--- config.mk ---
export PLATFORM = sky130hd
export DESIGN_NAME = gray_cnt_gen
export DESIGN_NICKNAME = d
export VERILOG_FILES = /design/src/rtl/gray_cnt_gen.sv
export SDC_FILE = /design/constraint.sdc
export NUM_CORES = 1
export LEC_CHECK = 0
export ABC_AREA = 1
export BUFFER_PORTS_ARGS = -buffer_cell sky130_fd_sc_hd__buf_2
export CAP_MARGIN = 15
export CORE_MARGIN = 3
export CORE_UTILIZATION = 48
export CTS_BUF_LIST = sky130_fd_sc_hd__clkbuf_4 sky130_fd_sc_hd__clkbuf_8
export CTS_CLUSTER_DIAMETER = 100
export DETAILED_ROUTE_END_ITERATION = 6
export PLACE_DENSITY_LB_ADDON = 0.3
export SLEW_MARGIN = 40
export SYNTH_ARGS = -nofsm -noshare
export SYNTH_HDL_FRONTEND = slang
export SYNTH_SLANG_ARGS = --single-unit
--- constraint.sdc ---
create_clock -name clk -period 6.2 [get_ports clk]
set_input_delay 0.62 -clock clk [delete_from_list [all_inputs] [get_ports clk]]
set_output_delay 0.62 -clock clk [all_outputs]
set_load 0.03 [all_outputs]
--- src/rtl/gray_cnt_gen.sv ---
// gray_cnt_gen: up/down Gray-code counter feeding the gray2bin stage.
// A binary count is kept internally. The Gray code is taken from the next
// binary value and registered on the same edge, so G and bin_out always agree.
// A count step changes exactly one bit of G. A load can change several bits.

module gray_cnt_gen #(
    parameter int WIDTH = 4
) (
    input  logic             clk,
    input  logic             rst,
    input  logic             en,
    input  logic             up,
    input  logic             wrap_en,
    input  logic             load,
    input  logic [WIDTH-1:0] load_val,
    output logic [WIDTH-1:0] G,
    output logic [WIDTH-1:0] bin_out,
    output logic             tc,
    output logic             at_max,
    output logic             at_min,
    output logic             chg
);

    localparam logic [WIDTH-1:0] CNT_MAX = '1;
    localparam logic [WIDTH-1:0] CNT_MIN = '0;
    localparam logic [WIDTH-1:0] CNT_ONE = WIDTH'(1);

    logic [WIDTH-1:0] bin_q, bin_d;
    logic [WIDTH-1:0] g_q, g_d;
    logic             tc_q, tc_d;
    logic             chg_q, chg_d;
    logic             at_max_q, at_max_d;
    logic             at_min_q, at_min_d;

    // Next count: load beats en; the ends either wrap (with tc) or saturate.
    always_comb begin
        bin_d = bin_q;
        tc_d  = 1'b0;
        if (load) begin
            bin_d = load_val;
        end else if (en) begin
            if (up) begin
                if (bin_q != CNT_MAX) begin
                    bin_d = bin_q + CNT_ONE;
                end else if (wrap_en) begin
                    bin_d = CNT_MIN;
                    tc_d  = 1'b1;
                end
            end else begin
                if (bin_q != CNT_MIN) begin
                    bin_d = bin_q - CNT_ONE;
                end else if (wrap_en) begin
                    bin_d = CNT_MAX;
                    tc_d  = 1'b1;
                end
            end
        end
        g_d      = bin_d ^ (bin_d >> 1);
        chg_d    = (g_d != g_q);
        at_max_d = (bin_d == CNT_MAX);
        at_min_d = (bin_d == CNT_MIN);
    end

    // Register every output; reset takes priority over load and en.
    always_ff @(posedge clk) begin
        if (rst) begin
            bin_q    <= '0;
            g_q      <= '0;
            tc_q     <= 1'b0;
            chg_q    <= 1'b0;
            at_max_q <= 1'b0;
            at_min_q <= 1'b1;
        end else begin
            bin_q    <= bin_d;
            g_q      <= g_d;
            tc_q     <= tc_d;
            chg_q    <= chg_d;
            at_max_q <= at_max_d;
            at_min_q <= at_min_d;
        end
    end

    assign G       = g_q;
    assign bin_out = bin_q;
    assign tc      = tc_q;
    assign chg     = chg_q;
    assign at_max  = at_max_q;
    assign at_min  = at_min_q;

endmodule

Word level (Yosys, flattened, before mapping) --
Index checks and enable logic that the tools add are counted.
Word-level totals: flip-flop bits (word level) 12, output and inout bits 12, logic and storage cells 27
Operators by class: reductions and logical operators 3, add/subtract/negate cells 2, bitwise operators 2, multiplexer cells 11, equality and inequality tests 3
Operator list (count):
- $mux 4 | 7
- $add 4x1->4 const B | 1
- $eq 4x4->1 const B | 1
- $logic_not 4->1 | 1
- $mux 1 | 4
- $ne 4x4->1 | 1
- $ne 4x4->1 const B | 1
- $reduce_bool 4->1 | 1
- $sub 4x1->4 const B | 1
- $xor 4x3->4 | 1
- $reduce_or 3->1 | 1
- $not 1->1 | 1

Depth between registers and ports, before layout --
depth in word-level cells 7, gate-level depth with buffers 19, mapped depth without buffers 19

Worst setup path after synthesis --
OpenSTA, ideal clock, no wires.
path kind register -> register, start point register bin_q[0] (netlist: bin_out[0]), end point register chg_q (netlist: chg), buffers on the path 0, slack 3830 ps, setup time 109 ps, clock period less this slack 2370 ps, required time 6091 ps, cell stages (with the launch flop) 19, arrival 2260 ps, path through dfxtp_1 > inv_1 > ha_1 > nand3_1 > nand2_1 > inv_1 > nand3_1 > nand2_1 > nand2_1 > nand2_1 > inv_1 > ha_1 > xor2_1 > nor2_1 > nand2_1 > nor2_1 > nand3_1 > nand2_1 > inv_1
Between the ends: word-level cells in the longest chain between the ends 7
RTL lines:
- from (decl) | line 28 | logic [WIDTH-1:0] bin_q, bin_d;
- from (signal assigned) | line 74 | bin_q <= bin_d;
- $sub 4x1->4 (tied with other cells) | line 51 | bin_d = bin_q - CNT_ONE;
- $mux 4 (on tied branches) | line 50, 43
- $mux 4 (*) | line 42 | if (up) begin
- $mux 4 (*) | line 41 | end else if (en) begin
- $mux 4 (*) | line 39 | if (load) begin
- net bin_d[3] | line 28
- $xor 4x3->4 (*) | line 58 | g_d = bin_d ^ (bin_d >> 1);
- net g_d[2] | line 29 | logic [WIDTH-1:0] g_q, g_d;
- $ne 4x4->1 (*) | line 59 | chg_d = (g_d != g_q);
- to (signal assigned) | line 77 | chg_q <= chg_d;
- to (decl) | line 31 | logic chg_q, chg_d;
Mark *: on every way through the listed nets, which the timed path passes. The rest lies on a longest branch. A chain may end at the register's enable or synchronous reset.

Worst setup path in the final report --
start point register bin_q[1] (netlist: bin_out[1]), end point register chg_q (netlist: chg)
The elaborated chain is that of the path after synthesis.

==> flow_summary.ini <==
[run_status]
outcome = complete, no violations

[detailed_routing]
drc_errors = 0
vias = 879
avgViaCountPerCell = 4.83
wire_per_inst_um = 10.2
postRouteAntennaNets = 0
routed_wl_um = 1860
drt-initial-drc-count = 11
drtPass1Iterations = 4

[timing]
finalHoldViolations = 0
finalClockSkew_ps = 0.364
final_max_slew_viol_count = 0
timing.fmax_mhz = 402
maxSlewHeadroom_pct = 69.0
rsz0062_at_grt = false
holdWs_ps = 577
period_share_pct = 40.1
worstMarginPinSlew_ps = 464
tns_ps = 0
setup_viol = 0
period_minus_slack_ps = 2490

[layout]
multi_input_area_um2 = 518
insertedDiodeCount = 0
layout.nets = 175
layout-drive-gt1-share_pct = 27.2
n_fill_cell = 160
final_common_cell = nand2_1
regArea_um2 = 220
stdcell_area_um2 = 993
post_layout_nonfiller_instances = 182
final_cell_mix = nand2_1 (34), buf_2 (21), nor2_1 (19), inv_1 (17), nand3_1 (15)
syn_to_final_growth_pct = 15.7

[place]
hpwl_um = 1490
place_area_um2 = 963
portBuffers = 21
routabilityCongestion = 0.827
dp_cells = 178

[global_route]
use_met3_pct = 5.54
grt_overflow = 0
first_global_vias = 767
grt_first_pass_wirelength_um = 3110
grt_busiest_layer = met2
antenna_found_initial = 0
use_met2_pct = 30.2
grt.total_usage_pct = 18.5
met1_usage_pct = 24.9
grt_max_degree = 12

[setup_path]
crit_path_max_fanout = 8
start_kind = flip-flop
r2r_start = bin_out[1]
required_ps = 6370
end_kind = flip-flop
arrival_ps = 2660
reg2reg_slack_ps = 3710
critPathKind = reg -> reg
r2r-end = chg
startpoint = bin_out[1]
r2r_cells = 18

[yosys]
synthTopCellsByArea = dfxtp_1 (26%), nand2_1 (15%), ha_1 (8.7%)
synth_top_area_share_pct = 25.7
syn_nets = 153
synth.avg_cell_area_um2 = 6.27
yosys.area.top_type = dfxtp_1
yosysWarnings = 0
syn_area_um2 = 858
ys_types = 25
yosys_register_bits = 11
synth_sequential_area_ratio_pct = 25.7
syn_inst = 137

[clock_tree]
clkLatencyLatePin_ps = 270
cts_tree = yes
cts_buffer_depth = 2
cts_setup_buffers = 0
cts_resized = 0
clkTransAtPathRegs_ps = 60
h-tree-depth = 1
cts_root_buf = clkbuf_4
clkSinkCount = 11
cts_made_buffers = 3
ctsHoldBuffers = 0

[die]
die_area_um2 = 2330
num_rows = 14
core_um2 = 1590
initial_core_util_pct = 53.8
io_pins = 22
die_w_um = 48.3
dieHeight_um = 48.3

[pwr]
total_leakage_power_uw = 0.000565
vdd_drop_max_uv = 196
p_per_area_nw_per_um2 = 216

[worst_hold_path]
hold_path_class = reg -> reg
min-delay-start = G[1]
worstHoldEndpoint = chg
whs_path_depth = 4

[run]
drv_cap = 0
## kinds of logic after synthesis
family	share of synthesized area, %
adder cells (fa/ha/maj)	8.75
flip-flops	25.7
XOR/XNOR	2.04
AO/OA/AOI/OAI	5.54
buffers and inverters	14.0
AND/OR/NAND/NOR	44.0
## area by class of cell
class	instances	share of cell area [%]
multi-input combinational	99	52.1
sequential	11	22.2
timing repair buffer	21	10.6
inverter	23	9.07
clock buffer	4	3.02
tap	24	3.02
## critical path: stages (launching register included)
cell and delay, ps:
dfxtp_1 490, ha_1 270, nand3_1 130, nor2_1 130
nor2_1 50, nand2_1 60, inv_1 40, nand2_1 50
nand2_1 80, nand2_1 130, inv_1 60, ha_1 300
xor2_1 170, nor2_1 120, nand2_1 60, nor2_1 80
nand3_1 70, nand2_1 60, inv_1 30
## synth_stat cells, drive strengths merged
library cell	instances
or2	2
clkbuf	1
dfxtp	11
nand3b	1
nand3	15
nor2	20
ha	6
inv	21
xor2	2
o21ai	1
nand2	43
nor3	1
nand4	1
buf	3
o2111ai	1
a21oi	6
clkinv	2
## power by group
part	switching [uW]	internal (uW)	total, uW	leakage, uW
sequential	7.64	76.8	84.5	0.0000914
clock	23.1	29.3	52.4	0.0000184
combinational	50.1	27.1	77.2	0.000456
total	80.8	133	214	0.000565
## per-layer routing
| layer | vias up | wire, um |
|---|---|---|
| li1 | 461 | - |
| met2 | 19 | 871 |
| met3 | 2 | 95 |
| met4 | 0 | 5 |
| met5 | - | 0 |
| met1 | 397 | 890 |
## worst max path at each step
stage / endpoint / cells after the start
2_1_floorplan: chg / 18
3_3_place_gp: chg / 18
3_5_place_dp: chg / 18
4_1_cts: chg / 18
5_1_grt: chg / 18
6_report: chg / 18
## stage by stage
step | util [%] | total power, uW | worst slack [ps]
finish | 62.3 | 214 | 3710
global route | 62.3 | 231 | 3460
CTS | 62.3 | 215 | 3730
detailed placement | 60.4 | 163 | 3750
global placement | 60.4 | 161 | 3780
floorplan | - | 145 | 3830
## flip-flops by register name (all words and copies together), names as in the netlist
signal	cells
chg	1
tc	1
G	3
at_min	1
bin_out	4
at_max	1
No activity file was read; power rests on OpenSTA's default activity.
